[config.mk]
export PLATFORM = sky130hd
export DESIGN_NAME = uart_tx_7n
export DESIGN_NICKNAME = d
export VERILOG_FILES = /design/src/rtl/uart_tx_7n.sv
export SDC_FILE = /design/constraint.sdc
export NUM_CORES = 1
export LEC_CHECK = 0
export BUFFER_PORTS_ARGS = -buffer_cell sky130_fd_sc_hd__clkbuf_2
export CORE_ASPECT_RATIO = 0.8
export CORE_MARGIN = 4
export CORE_UTILIZATION = 62
export CTS_CLUSTER_DIAMETER = 100
export DETAILED_ROUTE_END_ITERATION = 10
export PLACE_DENSITY = 0.82
export RECOVER_POWER = 25
export SYNTH_ARGS = -nofsm -noshare
export SYNTH_HDL_FRONTEND = slang
export SYNTH_SLANG_ARGS = --single-unit
[constraint.sdc]
create_clock -name clk -period 3.37 [get_ports clk]
set_input_delay 0.674 -clock clk [delete_from_list [all_inputs] [get_ports clk]]
set_output_delay 0.674 -clock clk [all_outputs]
set_load 0.02 [all_outputs]
[src/rtl/uart_tx_7n.sv]
// rtl/uart_tx_7n.sv - 7N1 UART transmitter with integer baud divider
//
// Accepts a 7-bit character on a valid/ready handshake. Sends it as one start
// bit, 7 data bits LSB first and one stop bit. Each bit lasts DIV clock cycles.
//
// Ports:
//   clk       system clock (oscillator output)
//   rst       asynchronous, active-high reset
//   tx_data   character to send, bit 0 goes out first
//   tx_valid  tx_data holds a character to send
//   tx_ready  block can accept a character this cycle (high only when idle)
//   tx        serial line, idle high
//   busy      frame in progress
module uart_tx_7n #(
  parameter int CLK_HZ = 125_000_000,
  parameter int BAUD   = 115200
) (
  input  logic       clk,
  input  logic       rst,
  input  logic [6:0] tx_data,
  input  logic       tx_valid,
  output logic       tx_ready,
  output logic       tx,
  output logic       busy
);

  // Rounded cycles per bit.
  localparam int DIV = (CLK_HZ + BAUD / 2) / BAUD;
  localparam int CW  = (DIV < 2) ? 1 : $clog2(DIV);
  localparam logic [CW-1:0] BAUD_LAST = CW'(DIV - 1);

  if (DIV < 2) begin : g_bad_div
    $error("uart_tx_7n: CLK_HZ/BAUD gives fewer than 2 cycles per bit");
  end

  typedef enum logic [1:0] {IDLE, START, DATA, STOP} state_t;

  state_t        state, state_n;
  logic [CW-1:0] baud_cnt, baud_cnt_n;
  logic [2:0]    bit_cnt, bit_cnt_n;
  logic [6:0]    shreg, shreg_n;
  logic          tx_n, tx_ready_n, busy_n;
  logic          accept, bit_end;

  assign accept  = tx_valid && tx_ready;
  assign bit_end = (baud_cnt == BAUD_LAST);

  // State and output registers. Outputs are registered from the next-state
  // values, so tx changes in the same edge that accepts or advances a bit.
  always_ff @(posedge clk or posedge rst) begin
    if (rst) begin
      state    <= IDLE;
      baud_cnt <= '0;
      bit_cnt  <= '0;
      shreg    <= '0;
      tx       <= 1'b1;
      tx_ready <= 1'b1;
      busy     <= 1'b0;
    end else begin
      state    <= state_n;
      baud_cnt <= baud_cnt_n;
      bit_cnt  <= bit_cnt_n;
      shreg    <= shreg_n;
      tx       <= tx_n;
      tx_ready <= tx_ready_n;
      busy     <= busy_n;
    end
  end

  // Next-state and datapath.
  always_comb begin
    state_n    = state;
    baud_cnt_n = baud_cnt;
    bit_cnt_n  = bit_cnt;
    shreg_n    = shreg;
    case (state)
      IDLE: begin
        if (accept) begin
          state_n    = START;
          baud_cnt_n = '0;
          shreg_n    = tx_data;
        end
      end
      START: begin
        if (bit_end) begin
          state_n    = DATA;
          baud_cnt_n = '0;
        end else begin
          baud_cnt_n = baud_cnt + 1'b1;
        end
      end
      DATA: begin
        if (bit_end) begin
          baud_cnt_n = '0;
          shreg_n    = {1'b0, shreg[6:1]};
          if (bit_cnt == 3'd6) begin
            bit_cnt_n = '0;
            state_n   = STOP;
          end else begin
            bit_cnt_n = bit_cnt + 3'd1;
          end
        end else begin
          baud_cnt_n = baud_cnt + 1'b1;
        end
      end
      STOP: begin
        if (bit_end) begin
          state_n    = IDLE;
          baud_cnt_n = '0;
        end else begin
          baud_cnt_n = baud_cnt + 1'b1;
        end
      end
      default: state_n = IDLE;
    endcase
  end

  // Output values for the coming state. In DATA the line carries bit 0 of the
  // already shifted register, so a shift and its new bit land on one edge.
  always_comb begin
    tx_n       = 1'b1;
    tx_ready_n = 1'b0;
    busy_n     = 1'b1;
    case (state_n)
      IDLE: begin
        tx_ready_n = 1'b1;
        busy_n     = 1'b0;
      end
      START:   tx_n = 1'b0;
      DATA:    tx_n = shreg_n[0];
      STOP:    tx_n = 1'b1;
      default: tx_n = 1'b1;
    endcase
  end

endmodule
==> flow_metrics.py <==
metrics = {
    "power_and_ir_drop": {
        "power.leakage_nw": 0.676,
        "vdd_drop_max_mv": 0.538,
        "power.density_nw_per_um2": 670,
    },
    "synth": {
        "synth_top_family_by_area": "compound AO/OA/AOI/OAI gates",
        "synth_area_leaders": "dfrtp_1 44%, dfstp_2 3.9%, a22o_1 3.9%",
        "syn_avg_cell_area_sq_um": 10.5,
        "synth.ff_latch_count": 26,
        "synthAdderAreaFrac_pct": 1.83,
        "synth-simple-area-share_pct": 22.8,
        "synthMuxAreaShare_pct": 0,
        "synth_compound_area_share_pct": 23.0,
        "seq_area_frac_synth_pct": 47.9,
        "synth_top_area_share_pct": 44.0,
        "synth_nets": 142,
        "yosys_warnings": 0,
        "synth_xor_area_share_pct": 1.93,
        "synth.distinct_cells": 41,
        "synth_top_cell_by_area": "dfrtp_1",
        "postSynthCellCount": 130,
        "synth_area_sq_um": 1360,
    },
    "drt": {
        "dr_total_vias": 1059,
        "wl_per_cell_microns": 15.7,
        "drt_iter0_drc": 34,
        "drt_wl_total_microns": 2670,
        "viasPerCell": 6.23,
        "drc_errors": 0,
        "final_antenna_net_count": 0,
        "drt_pass1_iterations": 4,
    },
    "layout": {
        "final_cell_count_no_fill": 170,
        "final_nets": 159,
        "design_area_sq_um": 1490,
        "diodes": 0,
        "fillCellCount": 138,
        "drive_above_1_share_pct": 25.3,
        "area_growth_pct": 9.27,
    },
    "cts": {
        "post-cts-setup-buffers": 0,
        "cts_tree": "done",
        "cts_resized": 0,
        "clk_latency_ns": 0.33,
        "hold_buffers": 0,
        "numCtsBuffers": 3,
        "clock-sinks": 26,
        "clkSlewWorstSetupHoldPaths_ns": 0.14,
        "clockBufferDepth": 2,
        "clockRootBuffer": "clkbuf_4",
        "htree_num_levels": 1,
    },
    "placement": {
        "preCtsSetupSlack_ns": 1.45,
        "dpl.cell_count": 166,
        "io_buffers": 12,
        "place_congestion": 0.875,
        "hpwl_microns": 2010,
        "place_area_sq_um": 1450,
    },
    "grt": {
        "grt_max_degree": 27,
        "grt_pass1_vias": 1014,
        "antenna_found_initial": 0,
        "grt_overflow": 0,
        "grtUsageTotal_pct": 19.5,
        "grt_pass1_wl_microns": 4410,
    },
    "timing": {
        "skew_ns": 0.00944,
        "fmax_ghz": 0.512,
        "min_period_ns": 1.95,
        "hold_viol": 0,
        "finalCritPeriodShare_pct": 57.9,
        "setup_viol": 0,
        "slew_viol_final": 0,
        "tightest_slew_ns": 0.920,
        "rsz0062_at_grt": "no",
        "worst_slack_ns": 1.42,
        "slew_headroom_pct": 38.6,
        "fin_tns_setup_ns": 0,
    },
    "floorplan": {
        "initial_core_util_pct": 68.9,
        "dieArea_sq_um": 3020,
        "fp.dieW_microns": 60.4,
        "core_area_sq_um": 1980,
        "fp.dieH_microns": 50.0,
        "fp-row-count": 14,
        "ios": 13,
    },
    "worst_setup_path": {
        "cp_max_fo": 9,
        "end_kind": "register",
        "path_class": "reg -> reg",
        "crit_arrival_ns": 2.18,
        "cp.required_ns": 3.60,
        "startpoint_type": "register",
    },
    "run": {
        "drv_cap": 0,
    },
    "status": {
        "status": "finished clean",
    },
    "min_path": {
        "hp-class": "reg -> reg",
    },
}
flip-flops by register name, indices dropped and copies added (netlist names):
name,flops
bit_cnt,3
tx,1
shreg,7
state,2
tx_ready,1
baud_cnt,11
busy,1
cell usage after synthesis (all sizes together):
master	count
o21ai	13
o22ai	1
nand4	3
nand4bb	1
and4	1
nand2b	2
o31ai	2
a21oi	6
dfstp	2
a31oi	4
nor4	3
dfrtp	24
a22o	6
a21o	6
nand3	4
or4	1
or2	2
inv	9
and4bb	1
a32oi	1
nand3b	2
ha	2
a31o	1
xnor2	1
a41oi	2
xor2	2
nor2	8
nand2	14
or3	3
and3	2
a22oi	1
cells in the final DEF (no fill, tap or decap), types with 3 or more instances in the layout:
master,n
clkbuf_2,12
a21oi_1,5
nand2_1,13
o21ai_1,8
inv_1,9
clkbuf_4,3
o21ai_0,5
nor2_1,6
a31oi_1,3
a21o_1,6
nand3_1,4
dfrtp_1,24
or3_1,3
a22o_1,6
worst paths after layout:
kind | from | endpoint | slack, ns | cells past startpoint
max | baud_cnt[0] | shreg[2] | 1.42 | 6
max reg2reg | baud_cnt[0] | shreg[2] | 1.42 | 6
max in group asynchronous | rst | shreg[3] | 2.30 | 2
min reg2reg | shreg[4] | shreg[4] | 0.50 | 1
min | shreg[4] | shreg[4] | 0.50 | 1
min in group asynchronous | rst | baud_cnt[0] | 0.51 | 2
per-layer routing:
metal | part of all wire, % | vias to the layer above | GRT usage, %
met5 | 0 | - | 0
met4 | 1.3 | 0 | 5.42
met3 | 5.1 | 6 | 4.96
met2 | 43 | 34 | 30.8
met1 | 50 | 503 | 26.4
li1 | - | 516 | -
worst max-delay path, cell delays in order (launching register included):
cell and delay (ns):
dfrtp_1 0.48, inv_1 0.09, ha_1 0.21, nand4bb_4 0.16, nor4_4 0.54, nor2_2 0.16, a21o_1 0.21
area by class of cell:
| cell class | instances | area [sq um] | area share (%) |
|---|---|---|---|
| multi-input combinational | 95 | 677 | 45.4 |
| sequential | 26 | 653 | 43.8 |
| timing repair buffer | 12 | 60.1 | 4.03 |
| clock buffer | 4 | 36.3 | 2.43 |
| inverter | 9 | 33.8 | 2.27 |
| tap | 24 | 30.0 | 2.02 |
stage by stage:
step | hold slack, ns | power [mW] | utilization (%)
5_1_grt | 0.518 | 1.06 | 75.3
3_3_place_gp | 0.460 | 0.826 | 73.5
3_5_place_dp | 0.470 | 0.842 | 73.5
4_1_cts | 0.502 | 1.00 | 75.3
6_report | 0.496 | 0.998 | 75.3
2_1_floorplan | 0.450 | 0.752 | -
logic make-up after synthesis:
kind of cell               after synthesis
AOI/OAI and AO/OA                       43
xor gates and xnor gates                 3
adders and majority gates                2
buffers and inverters                    9
DFF                                     26
and+or+nand+nor                         47
report_power, final:
group	switching (mW)	total, mW	leakage (nW)	internal (mW)
combinational	0.171	0.308	0.331	0.138
clock	0.0907	0.157	0.0210	0.0662
sequential	0.114	0.532	0.324	0.419
total	0.375	0.998	0.676	0.623
No activity file was read; power rests on OpenSTA's default activity.
